<file path="config.mk">
export PLATFORM = sky130hd
export DESIGN_NAME = mem_port_arbiter_flat
export DESIGN_NICKNAME = d
export VERILOG_FILES = /design/src/rtl/mem_port_arbiter_pkg.sv /design/src/rtl/mem_port_arbiter_if.sv /design/src/rtl/mem_port_arbiter_mux_2to1.sv /design/src/rtl/mem_port_arbiter.sv /design/src/flat_wrapper.sv
export SDC_FILE = /design/constraint.sdc
export NUM_CORES = 1
export LEC_CHECK = 0
export BUFFER_PORTS_ARGS = -buffer_cell sky130_fd_sc_hd__buf_2
export CAP_MARGIN = 10
export CORE_AREA = 2 2 106 108
export CTS_CLUSTER_DIAMETER = 50
export CTS_CLUSTER_SIZE = 24
export DETAILED_ROUTE_END_ITERATION = 10
export DIE_AREA = 0 0 108 110
export SYNTH_ARGS = -nofsm -noshare
export SYNTH_HDL_FRONTEND = slang
export SYNTH_HIERARCHICAL = 1
export SYNTH_SLANG_ARGS = --single-unit
</file>
<file path="constraint.sdc">
create_clock -name clk_i -period 2.2 [get_ports clk_i]
set_input_delay 0.22 -clock clk_i [delete_from_list [all_inputs] [get_ports clk_i]]
set_output_delay 0.22 -clock clk_i [all_outputs]
set_load 0.05 [all_outputs]
</file>
<file path="src/rtl/mem_port_arbiter_pkg.sv">
// ============================================================================
// mem_port_arbiter_pkg : state encoding, requester IDs and defaults
// Revision: 1.0
// ============================================================================
`default_nettype none

package mem_port_arbiter_pkg;

  typedef enum logic [1:0] {
    ST_IDLE   = 2'b00,
    ST_BUSY_A = 2'b01,
    ST_BUSY_B = 2'b10
  } state_e;

  localparam logic REQ_A = 1'b0;
  localparam logic REQ_B = 1'b1;

  localparam int DEFAULT_TIMEOUT = 16;

endpackage

`default_nettype wire

</file>
<file path="src/rtl/mem_port_arbiter_if.sv">
// ============================================================================
// mem_port_arbiter_if : requester, memory and status signals of the arbiter
// Revision: 1.0
// ============================================================================
`default_nettype none

interface mem_port_arbiter_if #(
  parameter int ADDR_W = 32,
  parameter int DATA_W = 32
);
  logic              req_a;
  logic              we_a;
  logic [ADDR_W-1:0] addr_a;
  logic [DATA_W-1:0] wdata_a;
  logic              req_b;
  logic              we_b;
  logic [ADDR_W-1:0] addr_b;
  logic [DATA_W-1:0] wdata_b;
  logic              done_a;
  logic              done_b;
  logic              err_a;
  logic              err_b;
  logic [DATA_W-1:0] rdata;
  logic              mem_req;
  logic              mem_we;
  logic [ADDR_W-1:0] mem_addr;
  logic [DATA_W-1:0] mem_wdata;
  logic [DATA_W-1:0] mem_rdata;
  logic              mem_ready;
  logic              sel;
  logic              busy;

  // Arbiter side
  modport slave (
    input  req_a, we_a, addr_a, wdata_a,
    input  req_b, we_b, addr_b, wdata_b,
    input  mem_rdata, mem_ready,
    output done_a, done_b, err_a, err_b, rdata,
    output mem_req, mem_we, mem_addr, mem_wdata, sel, busy
  );

  // Requesters plus memory side
  modport master (
    output req_a, we_a, addr_a, wdata_a,
    output req_b, we_b, addr_b, wdata_b,
    output mem_rdata, mem_ready,
    input  done_a, done_b, err_a, err_b, rdata,
    input  mem_req, mem_we, mem_addr, mem_wdata, sel, busy
  );

endinterface

`default_nettype wire

</file>
<file path="src/rtl/mem_port_arbiter_mux_2to1.sv">
// ============================================================================
// mux_2to1 : width-parameterised 2-to-1 select (0 = a, 1 = b)
// Revision: 1.0
// ============================================================================
`default_nettype none

module mux_2to1 #(
  parameter int WIDTH = 1
) (
  input  logic             sel_i,
  input  logic [WIDTH-1:0] a_i,
  input  logic [WIDTH-1:0] b_i,
  output logic [WIDTH-1:0] y_o
);

  assign y_o = sel_i ? b_i : a_i;

endmodule

`default_nettype wire

</file>
<file path="src/rtl/mem_port_arbiter.sv">
// ============================================================================
// mem_port_arbiter : round-robin sharing of one memory port between fetch (A)
//                    and data (B) with a per-grant watchdog
// Revision: 1.0
// ============================================================================
`default_nettype none

module mem_port_arbiter
  import mem_port_arbiter_pkg::*;
#(
  parameter int ADDR_W  = 32,
  parameter int DATA_W  = 32,
  parameter int TIMEOUT = DEFAULT_TIMEOUT
) (
  input  logic                clk_i,
  input  logic                rst_i,
  mem_port_arbiter_if.slave   bus_if
);

  localparam int             CNT_W   = (TIMEOUT > 2) ? $clog2(TIMEOUT) : 1;
  localparam logic [CNT_W-1:0] CNT_MAX = CNT_W'(TIMEOUT - 1);

  state_e           state_q, state_d;
  logic             sel_q,   sel_d;
  logic             last_q,  last_d;
  logic [CNT_W-1:0] cnt_q,   cnt_d;

  logic w_busy_a;
  logic w_busy_b;
  logic w_timeout;
  logic w_other_req;

  assign w_busy_a  = (state_q == ST_BUSY_A);
  assign w_busy_b  = (state_q == ST_BUSY_B);
  assign w_timeout = (cnt_q == CNT_MAX) && !bus_if.mem_ready;

  always_ff @(posedge clk_i or posedge rst_i) begin
    if (rst_i) begin
      state_q <= ST_IDLE;
      sel_q   <= REQ_A;
      last_q  <= REQ_B;
      cnt_q   <= '0;
    end else begin
      state_q <= state_d;
      sel_q   <= sel_d;
      last_q  <= last_d;
      cnt_q   <= cnt_d;
    end
  end

  always_comb begin
    state_d     = state_q;
    sel_d       = sel_q;
    last_d      = last_q;
    cnt_d       = cnt_q;
    w_other_req = 1'b0;
    case (state_q)
      ST_IDLE: begin
        if (bus_if.req_a && (!bus_if.req_b || last_q == REQ_B)) begin
          state_d = ST_BUSY_A;
          sel_d   = REQ_A;
          cnt_d   = '0;
        end else if (bus_if.req_b) begin
          state_d = ST_BUSY_B;
          sel_d   = REQ_B;
          cnt_d   = '0;
        end
      end
      ST_BUSY_A, ST_BUSY_B: begin
        if (bus_if.mem_ready || w_timeout) begin
          // Owner is masked: only the other side can be granted this cycle
          last_d      = w_busy_b ? REQ_B : REQ_A;
          w_other_req = w_busy_b ? bus_if.req_a : bus_if.req_b;
          if (w_other_req) begin
            state_d = w_busy_b ? ST_BUSY_A : ST_BUSY_B;
            sel_d   = w_busy_b ? REQ_A : REQ_B;
            cnt_d   = '0;
          end else begin
            state_d = ST_IDLE;
          end
        end else begin
          cnt_d = cnt_q + CNT_W'(1);
        end
      end
      default: state_d = ST_IDLE;
    endcase
  end

  assign bus_if.done_a  = w_busy_a && bus_if.mem_ready;
  assign bus_if.done_b  = w_busy_b && bus_if.mem_ready;
  assign bus_if.err_a   = w_busy_a && w_timeout;
  assign bus_if.err_b   = w_busy_b && w_timeout;
  assign bus_if.rdata   = bus_if.mem_rdata;
  assign bus_if.mem_req = w_busy_a || w_busy_b;
  assign bus_if.busy    = (state_q != ST_IDLE);
  assign bus_if.sel     = sel_q;

  mux_2to1 #(.WIDTH(ADDR_W)) u_mux_addr (
    .sel_i (sel_q),
    .a_i   (bus_if.addr_a),
    .b_i   (bus_if.addr_b),
    .y_o   (bus_if.mem_addr)
  );

  mux_2to1 #(.WIDTH(DATA_W)) u_mux_wdata (
    .sel_i (sel_q),
    .a_i   (bus_if.wdata_a),
    .b_i   (bus_if.wdata_b),
    .y_o   (bus_if.mem_wdata)
  );

  mux_2to1 #(.WIDTH(1)) u_mux_we (
    .sel_i (sel_q),
    .a_i   (bus_if.we_a),
    .b_i   (bus_if.we_b),
    .y_o   (bus_if.mem_we)
  );

endmodule

`default_nettype wire

</file>
<file path="src/flat_wrapper.sv">
// flat-port wrapper written by rule: the top's interface ports become plain ports
module mem_port_arbiter_flat import mem_port_arbiter_pkg::*;
#(
  parameter int ADDR_W  = 32,
  parameter int DATA_W  = 32,
  parameter int TIMEOUT = DEFAULT_TIMEOUT
)
  (clk_i, rst_i, bus_if_req_a, bus_if_we_a, bus_if_addr_a, bus_if_wdata_a, bus_if_req_b, bus_if_we_b, bus_if_addr_b, bus_if_wdata_b, bus_if_mem_rdata, bus_if_mem_ready, bus_if_done_a, bus_if_done_b, bus_if_err_a, bus_if_err_b, bus_if_rdata, bus_if_mem_req, bus_if_mem_we, bus_if_mem_addr, bus_if_mem_wdata, bus_if_sel, bus_if_busy);
  mem_port_arbiter_if #(.ADDR_W(ADDR_W), .DATA_W(DATA_W)) bus_if_i ();
  input  logic clk_i;
  input  logic rst_i;
  input wire logic [$bits(bus_if_i.req_a)-1:0] bus_if_req_a;
  input wire logic [$bits(bus_if_i.we_a)-1:0] bus_if_we_a;
  input wire logic [$bits(bus_if_i.addr_a)-1:0] bus_if_addr_a;
  input wire logic [$bits(bus_if_i.wdata_a)-1:0] bus_if_wdata_a;
  input wire logic [$bits(bus_if_i.req_b)-1:0] bus_if_req_b;
  input wire logic [$bits(bus_if_i.we_b)-1:0] bus_if_we_b;
  input wire logic [$bits(bus_if_i.addr_b)-1:0] bus_if_addr_b;
  input wire logic [$bits(bus_if_i.wdata_b)-1:0] bus_if_wdata_b;
  input wire logic [$bits(bus_if_i.mem_rdata)-1:0] bus_if_mem_rdata;
  input wire logic [$bits(bus_if_i.mem_ready)-1:0] bus_if_mem_ready;
  output wire logic [$bits(bus_if_i.done_a)-1:0] bus_if_done_a;
  output wire logic [$bits(bus_if_i.done_b)-1:0] bus_if_done_b;
  output wire logic [$bits(bus_if_i.err_a)-1:0] bus_if_err_a;
  output wire logic [$bits(bus_if_i.err_b)-1:0] bus_if_err_b;
  output wire logic [$bits(bus_if_i.rdata)-1:0] bus_if_rdata;
  output wire logic [$bits(bus_if_i.mem_req)-1:0] bus_if_mem_req;
  output wire logic [$bits(bus_if_i.mem_we)-1:0] bus_if_mem_we;
  output wire logic [$bits(bus_if_i.mem_addr)-1:0] bus_if_mem_addr;
  output wire logic [$bits(bus_if_i.mem_wdata)-1:0] bus_if_mem_wdata;
  output wire logic [$bits(bus_if_i.sel)-1:0] bus_if_sel;
  output wire logic [$bits(bus_if_i.busy)-1:0] bus_if_busy;
  assign bus_if_i.req_a = bus_if_req_a;
  assign bus_if_i.we_a = bus_if_we_a;
  assign bus_if_i.addr_a = bus_if_addr_a;
  assign bus_if_i.wdata_a = bus_if_wdata_a;
  assign bus_if_i.req_b = bus_if_req_b;
  assign bus_if_i.we_b = bus_if_we_b;
  assign bus_if_i.addr_b = bus_if_addr_b;
  assign bus_if_i.wdata_b = bus_if_wdata_b;
  assign bus_if_i.mem_rdata = bus_if_mem_rdata;
  assign bus_if_i.mem_ready = bus_if_mem_ready;
  assign bus_if_done_a = bus_if_i.done_a;
  assign bus_if_done_b = bus_if_i.done_b;
  assign bus_if_err_a = bus_if_i.err_a;
  assign bus_if_err_b = bus_if_i.err_b;
  assign bus_if_rdata = bus_if_i.rdata;
  assign bus_if_mem_req = bus_if_i.mem_req;
  assign bus_if_mem_we = bus_if_i.mem_we;
  assign bus_if_mem_addr = bus_if_i.mem_addr;
  assign bus_if_mem_wdata = bus_if_i.mem_wdata;
  assign bus_if_sel = bus_if_i.sel;
  assign bus_if_busy = bus_if_i.busy;
  mem_port_arbiter #(.ADDR_W(ADDR_W), .DATA_W(DATA_W), .TIMEOUT(TIMEOUT)) u_core (.clk_i(clk_i), .rst_i(rst_i), .bus_if(bus_if_i));
endmodule
</file>
Yosys cells after proc, flatten, opt, wreduce, memory -nomap -nowiden
Cells that the tools add are included.

Register bits: 8. Input bits: 167. Output and inout port bits: 104. Logic and storage cells: 53.

$add $sub $neg: 1. Eq/ne operators: 7. Multiplexer cells: 22. Reductions and logical operators: 19.

Operator list (count): two-way mux 32 bit (2); two-way mux 4 bit (4); two-way mux 2 bit (5); two-way mux 1 bit (8); case mux 4 bit (2 select lines) (1); logical AND 1 bit (6); adder 4 x 1 -> 4 bit (second input constant) (1); equality test 4 bit (second input constant) (1); inequality test 2 x 1 -> 1 bit (second input constant) (2); case mux 2 bit (2 select lines) (1); AND reduction 2 bit (2); AND reduction 4 bit (1); nonzero test 2 bit (2); logical OR 1 bit (3); inequality test 3 x 2 -> 1 bit (second input constant) (1); inequality test 3 bit (second input constant) (1); AND reduction 3 bit (1); equality test 2 x 1 -> 1 bit (second input constant) (1); equality test 2 bit (second input constant) (1); logical NOT 1 bit (2); logical NOT 2 bit (1); case mux 1 bit (2 select lines) (1); OR reduction 2 bit (1).

Logic depth before layout (Yosys ltp)
Depth after elaboration: 5. Mapped depth: 7. Depth with buffers taken out: 6.

Cells and area by module
The synthesis kept the hierarchy.

By module, submodules not included: mux_2to1 (u_core.u_mux_addr ...) (instances 2, cells an instance 36, area an instance 544.3 um^2, seq. area each 0.0 um^2); mem_port_arbiter (instances 1, cells an instance 99, area an instance 823.3 um^2, seq. area each 201.4 um^2); mux_2to1 (u_core.u_mux_we) (instances 1, cells an instance 1, area an instance 15.0 um^2, seq. area each 0.0 um^2).

Worst setup path after synthesis
Ideal clock, no wire load.

Kind: flip-flop to output port. From: register u_core.cnt_q[0]. To: output bus_if_err_a. Data arrival time: 1.861 ns. Required time: 1.980 ns. Slack: 0.119 ns. Cell stages (with the launch flop): 4. Path buffers: 0. Cell sequence: dfrtp_1 -> ha_1 -> nand3_1 -> nor3b_1.

Longest elaborated chain between the ends: 3.

Ends and longest elaborated chain: start: declaration (RTL line mem_port_arbiter.sv:26) `logic [CNT_W-1:0] cnt_q, cnt_d;`; start signal: assignment (RTL line mem_port_arbiter.sv:47) `cnt_q <= cnt_d;`; equality test 4 bit (RTL line mem_port_arbiter.sv:35) `assign w_timeout = (cnt_q == CNT_MAX) && !bus_if.mem_ready;`; logical AND 1 bit (RTL line mem_port_arbiter.sv:35); logical AND 1 bit (RTL line mem_port_arbiter.sv:91) `assign bus_if.err_a = w_busy_a && w_timeout;`; end: declaration (RTL line flat_wrapper.sv:24) `output wire logic [$bits(bus_if_i.err_a)-1:0] bus_if_err_a;`.

Every way passes these cells.

Worst setup path after layout
From: register u_core.sel_q, in the netlist u_core/bus_if.sel. To: output bus_if_mem_addr[29].

Longest elaborated chain between the ends: 1.

Ends and longest elaborated chain: start: declaration (RTL line mem_port_arbiter.sv:24) `logic sel_q, sel_d;`; start signal: assignment (RTL line mem_port_arbiter.sv:45) `sel_q <= sel_d;`; two-way mux 32 bit (RTL line mem_port_arbiter_mux_2to1.sv:16) `assign y_o = sel_i ? b_i : a_i;`; end: declaration (RTL line flat_wrapper.sv:29) `output wire logic [$bits(bus_if_i.mem_addr)-1:0] bus_if_mem_addr;`.

Every way passes these cells.

==> results_dict.tcl <==
set metrics [dict create \
    outcome "finished, final reports clean" \
    clk_latency_ps 230 \
    final_antenna_net_count 0 \
    reg2reg_depth 6 \
    cp_max_fo 67 \
    synth_area_leaders "mux2_4, buf_4, dfrtp_1" \
    cp-endpoint "bus_if_mem_addr[29]" \
    antenna_found_initial 6 \
    cts_buffers 3 \
    dp.cells 478 \
    hold_viol_final 0 \
    cp.required_ps 1980 \
    layoutNonFillerInstCount 486 \
    dr.pass1.iters 4 \
    max_slew_margin_pct 65.6 \
    post_synth.cell_area_avg_um2 11.2 \
    busiest_layer "met2" \
    clk_path_buf_depth 2 \
    p_leak_nw 1.70 \
    worstSetupStartpoint "u_core/bus_if.sel" \
    place.gp.congestion 0.845 \
    post_cts_buffers 0 \
    io_buffers 206 \
    synthTopCellsByCount "mux2_4, buf_4, inv_1" \
    ys_seq_elements 8 \
    drv_cap 0 \
    tritoncts "built" \
    rsz0062_at_grt "no" \
    met3_usage_pct 6.94 \
    via_per_inst 3.98 \
    root_buffer "clkbuf_8" \
    vdd_ir_drop_max_uv 760 \
    syn_inst 172 \
    grt_pass1_wl_um 9830 \
    die_x_um 108 \
    drive_gt1_share_pct 81.6 \
    arrival_ps 1680 \
    die_h_um 110 \
    grt_max_degree 68 \
    fin_crit_ps 1900 \
    critPathMaxStageDelay_ps 400 \
    die-area_um2 11900 \
    use_met1_pct 12.4 \
    io_pins 271 \
    crit_slowest_cell "dfrtp_4" \
    timing.final.crit_share_pct 86.5 \
    start_util_pct 18.0 \
    drt_iter0_drc 71 \
    ys_warn_count 6 \
    syn_to_final_growth_pct 47.0 \
    clock.fmax_mhz 525 \
    r2r-start "u_core/state_q[1]" \
    crit_family "buffers and inverters" \
    tns_ps 0 \
    slew_violations 0 \
    fin_nets 517 \
    drc 0 \
    crit_buf_inv 2 \
    grt_util_all_layers_pct 10.9 \
    ys_types 34 \
    grt_pass1_vias 1836 \
    synth_area_um2 1930 \
    crit_type "flip-flop to primary output" \
    routed_wl_um 7370 \
    cts.sinks 8 \
    final.setup_skew_ps 4.51 \
    clk_pin_slew_ps 40 \
    grt-ovfl-total 0 \
    total_power_mw 3.57 \
    synth_fp_nets 345 \
    vias 1935 \
    tightest_slew_ps 516 \
    crit_cells 3 \
    hp-class "primary input to flip-flop" \
    htree_levels 1 \
    post-dp-hpwl_um 6590 \
    yosysTopAreaCellShare_pct 47.5 \
    end_kind "primary output" \
    met2_usage_pct 17.7 \
    p_per_area_nw_per_um2 1260 \
    r2r-end "u_core/bus_if.sel" \
    crit_path_start_kind "flip-flop" \
    synth_edf_count 0 \
    seq_area_frac_synth_pct 10.5 \
    path_cells "buf_12 > mux2_2 > buf_2" \
    ys.flop_type "dfrtp_1" \
    async_flop_share_pct 100 \
    wl_per_cell_um 15.2 \
    fin_ws_ps 296 \
    n_fill_cell 1154 \
    post-place-ws_ps 385 \
    r2r_slack_ps 370 \
    rows 38 \
    core_area_um2 10700 \
    setup_viol 0 \
    synth_largest_area_cell "mux2_4" \
    yosysMostFrequentCell "mux2_4" \
]
-- registers in the layout (all words and copies together), names as in the netlist --
name / count
u_core/bus_if.sel: 1
u_core/cnt_q: 4
u_core/state_q: 2
u_core/last_q: 1
-- per-layer routing --
metal  routed length (um)  vias up
met3                 1220        8
met1                 2820      877
met4                   25        4
met5                   23        -
met2                 3280      124
li1                     -      922
-- worst min path at each step --
stage / startpoint / to / slack, ps / cells past startpoint
CTS: bus_if_req_a / u_core/state_q[0] / 320 / 3
global placement: rst_i / u_core/cnt_q[1] / 190 / 2
global route: bus_if_req_a / u_core/state_q[0] / 340 / 3
finish: bus_if_req_a / u_core/state_q[0] / 320 / 3
detailed placement: rst_i / u_core/cnt_q[0] / 190 / 2
floorplan: rst_i / u_core/bus_if.sel / 30 / 1
-- cells by family after synthesis --
family	after synthesis	synth area share [%]
mux	67	50.9
compound gates	16	5.98
simple gates	25	6.95
buf+inv	50	21.8
flops	8	10.5
fa+ha+maj	6	3.90
-- report_power, final --
group,switching [mW],internal (mW)
registers,0.0408,0.202
logic,2.07,1.08
clock network,0.0574,0.126
-- cells in the final DEF (no fill, tap or decap) --
master           n
o2bb2ai_1        3
dlygate4sd3_1    1
nor3_1           1
dfrtp_1          6
o21ai_0          3
buf_12           1
o21ai_2          1
mux2i_1          2
o31ai_1          1
dfrtp_4          1
a31oi_1          1
a21boi_0         1
clkbuf_8         3
nand3_1          4
a21o_1           1
mux2_4          61
nor4_1           1
a32oi_1          1
inv_1            9
nor3b_1          2
diode_2          3
and2_1           2
and2b_1          1
nor2_1           3
o41ai_1          1
or3b_1           1
or3b_2           1
dfstp_2          1
nand2_1          7
a21oi_1          2
ha_1             6
a31o_2           1
clkbuf_1         1
mux2_2           4
nand2b_1         1
nor2b_1          1
buf_2          206
-- stage by stage --
step	utilization (%)	instance area (um2)	hold WS, ps
after floorplan	-	1930	34.9
after CTS	26.4	2830	322
final	26.5	2830	319
after global placement	25.9	2770	185
after detailed placement	25.9	2770	189
after global routing	26.4	2830	340
-- timing repair --
action                                  CTS  global route
hold buffers                              1             0
endpoints found under the hold margin     7             0
resized for setup                         0             0
endpoints found under the setup margin    0             0
-- tightest hold or removal path: cells and delay by family --
kind	cells	cell delay, ps
AOI/OAI and AO/OA	1	80
buffers and inverters	2	200
-- layout make-up --
cell class              instances  area (um2)  area share [%]
repair buffers                208        1060            37.5
multi-input cells             114        1310            46.1
well taps                     140         175            6.18
clock buffers                   4        45.0            1.59
flip-flops and latches          8         205            7.24
inverters                       9        33.8            1.19
diodes                          3        7.51           0.265
(Power assumes the default switching activity.)
